### config.mk
export PLATFORM = sky130hd
export DESIGN_NAME = pwm_config_register_bank
export DESIGN_NICKNAME = d
export VERILOG_FILES = /design/src/rtl/pwm_config_register_bank.sv
export SDC_FILE = /design/constraint.sdc
export NUM_CORES = 2
export LEC_CHECK = 0
export ABC_AREA = 1
export BUFFER_PORTS_ARGS = -buffer_cell sky130_fd_sc_hd__buf_2
export CAP_MARGIN = 30
export CORE_MARGIN = 2
export CORE_UTILIZATION = 45
export CTS_BUF_LIST = sky130_fd_sc_hd__clkbuf_8
export CTS_CLUSTER_SIZE = 14
export DETAILED_ROUTE_END_ITERATION = 16
export GPL_ROUTABILITY_DRIVEN = 1
export PLACE_DENSITY = 0.76
export SYNTH_ARGS = -nofsm -noshare
export SYNTH_HDL_FRONTEND = slang
export SYNTH_SLANG_ARGS = --single-unit
### constraint.sdc
create_clock -name i_clk -period 4.7 [get_ports i_clk]
set_input_delay 0 -clock i_clk [delete_from_list [all_inputs] [get_ports i_clk]]
set_output_delay 0 -clock i_clk [all_outputs]
set_load 0.1 [all_outputs]
### src/rtl/pwm_config_register_bank.sv
// PWM configuration register bank: shadow bank written by the programmer,
// committed atomically to the active bank at the end of each write burst.
//
// Ports:
//   i_clk       single clock, rising edge
//   i_reset_n   synchronous active-low reset
//   i_write_en  write strobe; its falling edge commits the shadow bank
//   i_address   register select (decoded only, never incremented)
//   i_data      write data
//   o_data      registered readback (write-first bypass on same edge)
//   o_data_oe   pin output enables: all 0 while writing, else all 1
//   o_config    active bank, register k at [k*DATA_SIZE +: DATA_SIZE]
//   o_update    one-cycle pulse after each commit
module pwm_config_register_bank #(
    parameter int ADDRESS_SIZE = 6,
    parameter int DATA_SIZE    = 8,
    parameter int LOCATIONS    = 49
) (
    input  logic                           i_clk,
    input  logic                           i_reset_n,
    input  logic                           i_write_en,
    input  logic [ADDRESS_SIZE-1:0]        i_address,
    input  logic [DATA_SIZE-1:0]           i_data,
    output logic [DATA_SIZE-1:0]           o_data,
    output logic [DATA_SIZE-1:0]           o_data_oe,
    output logic [LOCATIONS*DATA_SIZE-1:0] o_config,
    output logic                           o_update
);

    logic [DATA_SIZE-1:0] shadow_q [LOCATIONS];
    logic [DATA_SIZE-1:0] shadow_d [LOCATIONS];
    logic [DATA_SIZE-1:0] active_q [LOCATIONS];
    logic [DATA_SIZE-1:0] active_d [LOCATIONS];

    logic [DATA_SIZE-1:0] data_q;
    logic [DATA_SIZE-1:0] data_d;
    logic [DATA_SIZE-1:0] oe_q;
    logic [DATA_SIZE-1:0] oe_d;
    logic                 update_q;
    logic                 update_d;
    logic                 we_q;

    logic [DATA_SIZE-1:0] rd_data;
    logic                 addr_hit;
    logic                 commit;
    logic                 wr;

    // Decode by comparison against every implemented index, so addresses
    // beyond the bank naturally read as 0 and never hit a register.
    always_comb begin
        rd_data  = '0;
        addr_hit = 1'b0;
        for (int k = 0; k < LOCATIONS; k++) begin
            if (i_address == ADDRESS_SIZE'(k)) begin
                rd_data  = shadow_q[k];
                addr_hit = 1'b1;
            end
        end
    end

    assign wr     = i_write_en & addr_hit;
    assign commit = we_q & ~i_write_en;

    always_comb begin
        for (int k = 0; k < LOCATIONS; k++) begin
            shadow_d[k] = shadow_q[k];
            active_d[k] = active_q[k];
            if (wr && i_address == ADDRESS_SIZE'(k)) begin
                shadow_d[k] = i_data;
            end
            // No write can land on a commit edge (i_write_en is low),
            // so the committed set is exactly the current shadow bank.
            if (commit) begin
                active_d[k] = shadow_q[k];
            end
        end
        data_d   = wr ? i_data : rd_data;
        oe_d     = i_write_en ? '0 : '1;
        update_d = commit;
    end

    always_ff @(posedge i_clk) begin
        if (!i_reset_n) begin
            for (int k = 0; k < LOCATIONS; k++) begin
                shadow_q[k] <= '0;
                active_q[k] <= '0;
            end
            data_q   <= '0;
            oe_q     <= '0;
            update_q <= 1'b0;
            we_q     <= 1'b0;
        end else begin
            for (int k = 0; k < LOCATIONS; k++) begin
                shadow_q[k] <= shadow_d[k];
                active_q[k] <= active_d[k];
            end
            data_q   <= data_d;
            oe_q     <= oe_d;
            update_q <= update_d;
            we_q     <= i_write_en;
        end
    end

    always_comb begin
        for (int k = 0; k < LOCATIONS; k++) begin
            o_config[k*DATA_SIZE +: DATA_SIZE] = active_q[k];
        end
    end

    assign o_data    = data_q;
    assign o_data_oe = oe_q;
    assign o_update  = update_q;

endmodule

Yosys cells after proc, flatten, opt, wreduce, memory -nomap -nowiden
Memories as Yosys holds them, arrays and structs flattened.
Cells that the tools add are included.
- eq/ne operators: 48
- multiplexer cells: 298
- bitwise gates (word level): 101
- reduce and logical (&&, ||, !) cells: 50
- operators by type and width (operator ; count):
    $mux W8 ; 247
    $eq A6 B6 Y1 const B ; 17
    $or A1 B1 Y1 ; 98
    $eq A6 B5 Y1 const B ; 16
    $mux W1 ; 51
    $logic_and A1 B1 Y1 ; 49
    $eq A6 B4 Y1 const B ; 8
    $eq A6 B3 Y1 const B ; 4
    $eq A6 B2 Y1 const B ; 2
    $eq A6 B1 Y1 const B ; 1
    $logic_not A6 Y1 ; 1
    $and A1 B1 Y1 ; 2
    $not A1 Y1 ; 1
- register bits after elaboration: 18
- memory bits (writable): 784
- bits of input ports: 17
- output and inout port bits: 409
- word-level logic and storage cells: 503
- memories kept: 2
- memory list (memory ; words ; bits a word ; rd ports ; clocked after Yosys merged registers in ; wr ports ; line ; text):
    active_q ; 49 ; 8 ; 49 ; 0 ; 49 ; 32 ; logic [DATA_SIZE-1:0] active_q [LOCATIONS];
    shadow_q ; 49 ; 8 ; 49 ; 0 ; 49 ; 30 ; logic [DATA_SIZE-1:0] shadow_q [LOCATIONS];

Longest topological paths before layout
- depth after elaboration: 54
- gate-level depth with buffers: 33
- mapped depth without buffers: 32

Least setup slack after synthesis
Ideal clock, no wire load.
- kind: input -> register
- start: input port i_address[5]
- end: register data_q[2] (netlist: o_data[2])
- library setup time: 0.114 ns
- arrival time: 2.196 ns
- required time: 4.586 ns
- slack: 2.390 ns
- stages: 25
- path buffers: 1
- cells stage by stage: nor2_4 -> inv_4 -> buf_4 -> nor2_2 -> inv_1 -> o21ai_0 -> o21ai_0 -> nand2_1 -> nand3_1 -> nand2_1 -> nand3_1 -> nor2_1 -> nand3_1 -> nand2_1 -> nand4_1 -> nor2_1 -> nand4_1 -> nor2_1 -> nand4_1 -> nand2_1 -> nand4_1 -> nor3_2 -> nand4_1 -> a21oi_1 -> nor2_1
- longest elaborated chain between the ends: 52
- elaborated cells between the ends (all ways): 149
- those cells by class: eq/ne: 48; mux: 99; bitwise: 1; reduce/logical: 1
- ends and longest elaborated chain (element ; line ; text):
    start, declared ; 22 ; input logic [ADDRESS_SIZE-1:0] i_address,
    $logic_not A6 Y1 ; 54 ; if (i_address == ADDRESS_SIZE'(k)) begin
    $mux W1 (49 in series) ; 54 ;
    $and A1 B1 Y1 ; 61 ; assign wr = i_write_en & addr_hit;
    $mux W8 (*) ; 77 ; data_d = wr ? i_data : rd_data;
    end signal, assigned ; 97 ; data_q <= data_d;
    end, declared ; 35 ; logic [DATA_SIZE-1:0] data_q;
Mark *: on every way between the ends. The rest lies on a longest branch, timed or not.
A chain may end at the register's enable or synchronous reset.

Final worst setup path
- start: input port i_address[3]
- end: register data_q[3] (netlist: o_data[3])
Same word-level chain as after synthesis.

==> impl_metrics.yaml <==
clock_tree:
  postCtsSetupRepairBufs: 0
  cts.clk_slew.worst_paths_ns: 0.06
  tritoncts: "built"
  htree_levels: 4
  cts_sinks: 795
  numCtsBuffers: 131
  cts-resized-gates: 0
  insertion_delay_ns: 0.82
  hold_buffers: 14
  clockRootBuffer: "clkbuf_8"
  clk_path_buf_depth: 3
sta:
  drv_slew: 0
  relSlewSlack_pct: 14.3
  tns_ns: 0
  finalSetupViolCount: 0
  fmax_mhz: 275
  hold_viol_final: 0
  final.min_clock_period_ns: 3.63
  rsz0062_at_grt: "false"
  tightest_slew_ns: 1.29
  post-route-period-util_pct: 77.3
  fin_skew_ns: 0.0337
worst_setup_path:
  crit_path_max_fanout: 14
  crit_top_cell: "nand2_1"
  cp.arrival_ns: 4.38
  worstSetupPathType: "in2reg"
  startpoint_type: "input pin"
  end_kind: "flip-flop"
  r2r.worst_path.cells: 28
  r2r_end: "o_data[0]"
  critPathMaxStageDelay_ns: 0.77
  cp_slowest_cell: "nor2_1"
  required_ns: 5.45
  reg2reg_from: "shadow_q[0][8]"
  reg2reg_slack_ns: 1.42
finish:
  fin_nets: 3876
  fin_util_pct: 54.3
  syn_to_final_growth_pct: 18.9
  drive_above_1_share_pct: 18.0
job:
  maxCapViolations: 0
logic_synthesis:
  yosysTopAreaCell: "dfxtp_1"
  syn_inst: 3521
  ys_top_cells_by_count: "795 x dfxtp_1, 448 x inv_1, 434 x o21ai_0, 433 x a21oi_1"
  yosys_most_used_dff: "dfxtp_1"
  synth_edf_count: 0
  async_flop_share_pct: 0
  synthesis.nets: 3538
  yosysMostFrequentCell: "dfxtp_1"
  synth_warnings: 0
  ys_ff_latch: 795
  synth.avg_cell_area_um2: 8.40
  yosysUniqueCellTypes: 27
  seq_area_frac_synth_pct: 53.8
  synth_top_area_share_pct: 53.8
  syn_area_mm2: 0.0296
  synth_area_leaders: "dfxtp_1 54%, a221oi_1 11%, o21ai_0 7.3%"
min_path:
  whs_endpoint: "shadow_q[1][88]"
  min_from: "i_address[2]"
  hold_class: "in2reg"
  holdPathStages: 8
global_routing:
  antenna_found_initial: 2
  grtUsageTotal_pct: 29.5
  first_global_vias: 25600
  grt_overflow: 0
  grt_pass1_wl_um: 154000
  grt_max_degree: 279
route:
  via_per_inst: 5.75
  route.detailed.drc: 0
  met1_length_um: 42600
  drt-wirelength-per-cell_um: 21.5
  vias: 27700
  met3_length_um: 10500
  routed-wl-met2_um: 46300
  drt-initial-drc-count: 3710
  highest_layer: "met4"
  routed_wl_um: 103000
  drt-pass1-iter-count: 7
  ant_nets: 0
pwr:
  irDropWorstVdd_v: 0.000260
  power.density_mw_per_mm2: 441
  p_leak_nw: 14.1
die:
  dieArea_mm2: 0.0678
  placementRows: 93
  die_height_um: 260
  start_util_pct: 45.7
  die_x_um: 260
  core_mm2: 0.0647
  pin_count: 426
run_status:
  outcome: "completed"
placed_design:
  hpwl_um: 69900
  gp_congestion: 0.928
  numPortBuffers: 425
-- how the worst max path moves through the flow --
stage	start	end	slack [ns]	cells after the start
after floorplan	i_address[5]	o_data[2]	2.39	25
after global placement	i_address[3]	o_data[3]	1.14	32
after detailed placement	i_address[3]	o_data[3]	1.01	32
after CTS	i_address[3]	o_data[3]	1.23	33
after global routing	i_address[3]	o_data[3]	0.68	33
final	i_address[3]	o_data[3]	1.07	33
-- critical path: cells and delay by family --
family / cells / cell delay, ns
AO/OA/AOI/OAI: 1 / 0.11
AND/OR/NAND/NOR: 29 / 3.38
buffers and inverters: 3 / 0.88
-- metrics by stage --
stage                     hold WS [ns]  total power, mW  area, um^2  std cells  setup slack [ns]
after global placement           0.298             9.30       32300       4566              1.14
after detailed placement         0.294             9.31       32300       4567              1.01
after CTS                      0.00784             15.6       35100       4809              1.23
after floorplan                 0.0724             8.88       29600       3521              2.39
after global routing            0.0536             16.0       35100       4810             0.675
final                           0.0590             15.5       35100       4810              1.07
-- cell type report --
type / instances / area [um^2]
tap: 855 / 1070
multi-input combinational: 1978 / 10900
timing repair buffer: 495 / 2840
antenna: 1 / 2.50
clock inverter: 61 / 433
inverter: 458 / 1730
sequential: 795 / 15900
clock buffer: 167 / 2300
fill: 6004 / 29600
-- power breakdown --
group          total, mW  switching [mW]  internal [mW]
registers           7.04           0.105           6.94
clock network       6.30            2.87           3.43
logic               2.16            1.87          0.291
total               15.5            4.84           10.7
-- state kept, by name (all words and copies together), names as in the netlist --
name	flops
o_data_oe	1
o_update	1
o_data	8
active_q	392
shadow_q	392
we_q	1
-- kinds of logic after synthesis --
kind of cell	Yosys count	synth area share [%]
compound gates	1290	26.8
buf+inv	748	9.70
flops	795	53.8
simple gates	688	9.67
-- per-layer routing --
layer  track usage (%)  vias up
met3              8.07      226
met1              39.4    13000
met5                 0        -
met2              44.6     1519
met4              13.1        0
li1                  -    12900
-- placed cells by master, fill, tap and decap left out, types with 11 or more instances in the layout --
cell	synthesis	layout
buf_12	0	11
buf_2	5	424
nor2_2	13	14
nor2_1	202	192
dlygate4sd3_1	0	14
buf_4	12	44
nand2_1	358	358
clkbuf_8	0	167
nor3_1	11	11
o21ai_0	434	433
nor2_4	3	12
nand3_1	44	44
o22ai_1	23	23
inv_1	448	484
a221oi_1	358	358
a21oi_1	433	433
a211oi_1	31	31
nand4_1	54	54
dfxtp_1	795	795
No activity file was read; power rests on OpenSTA's default activity.
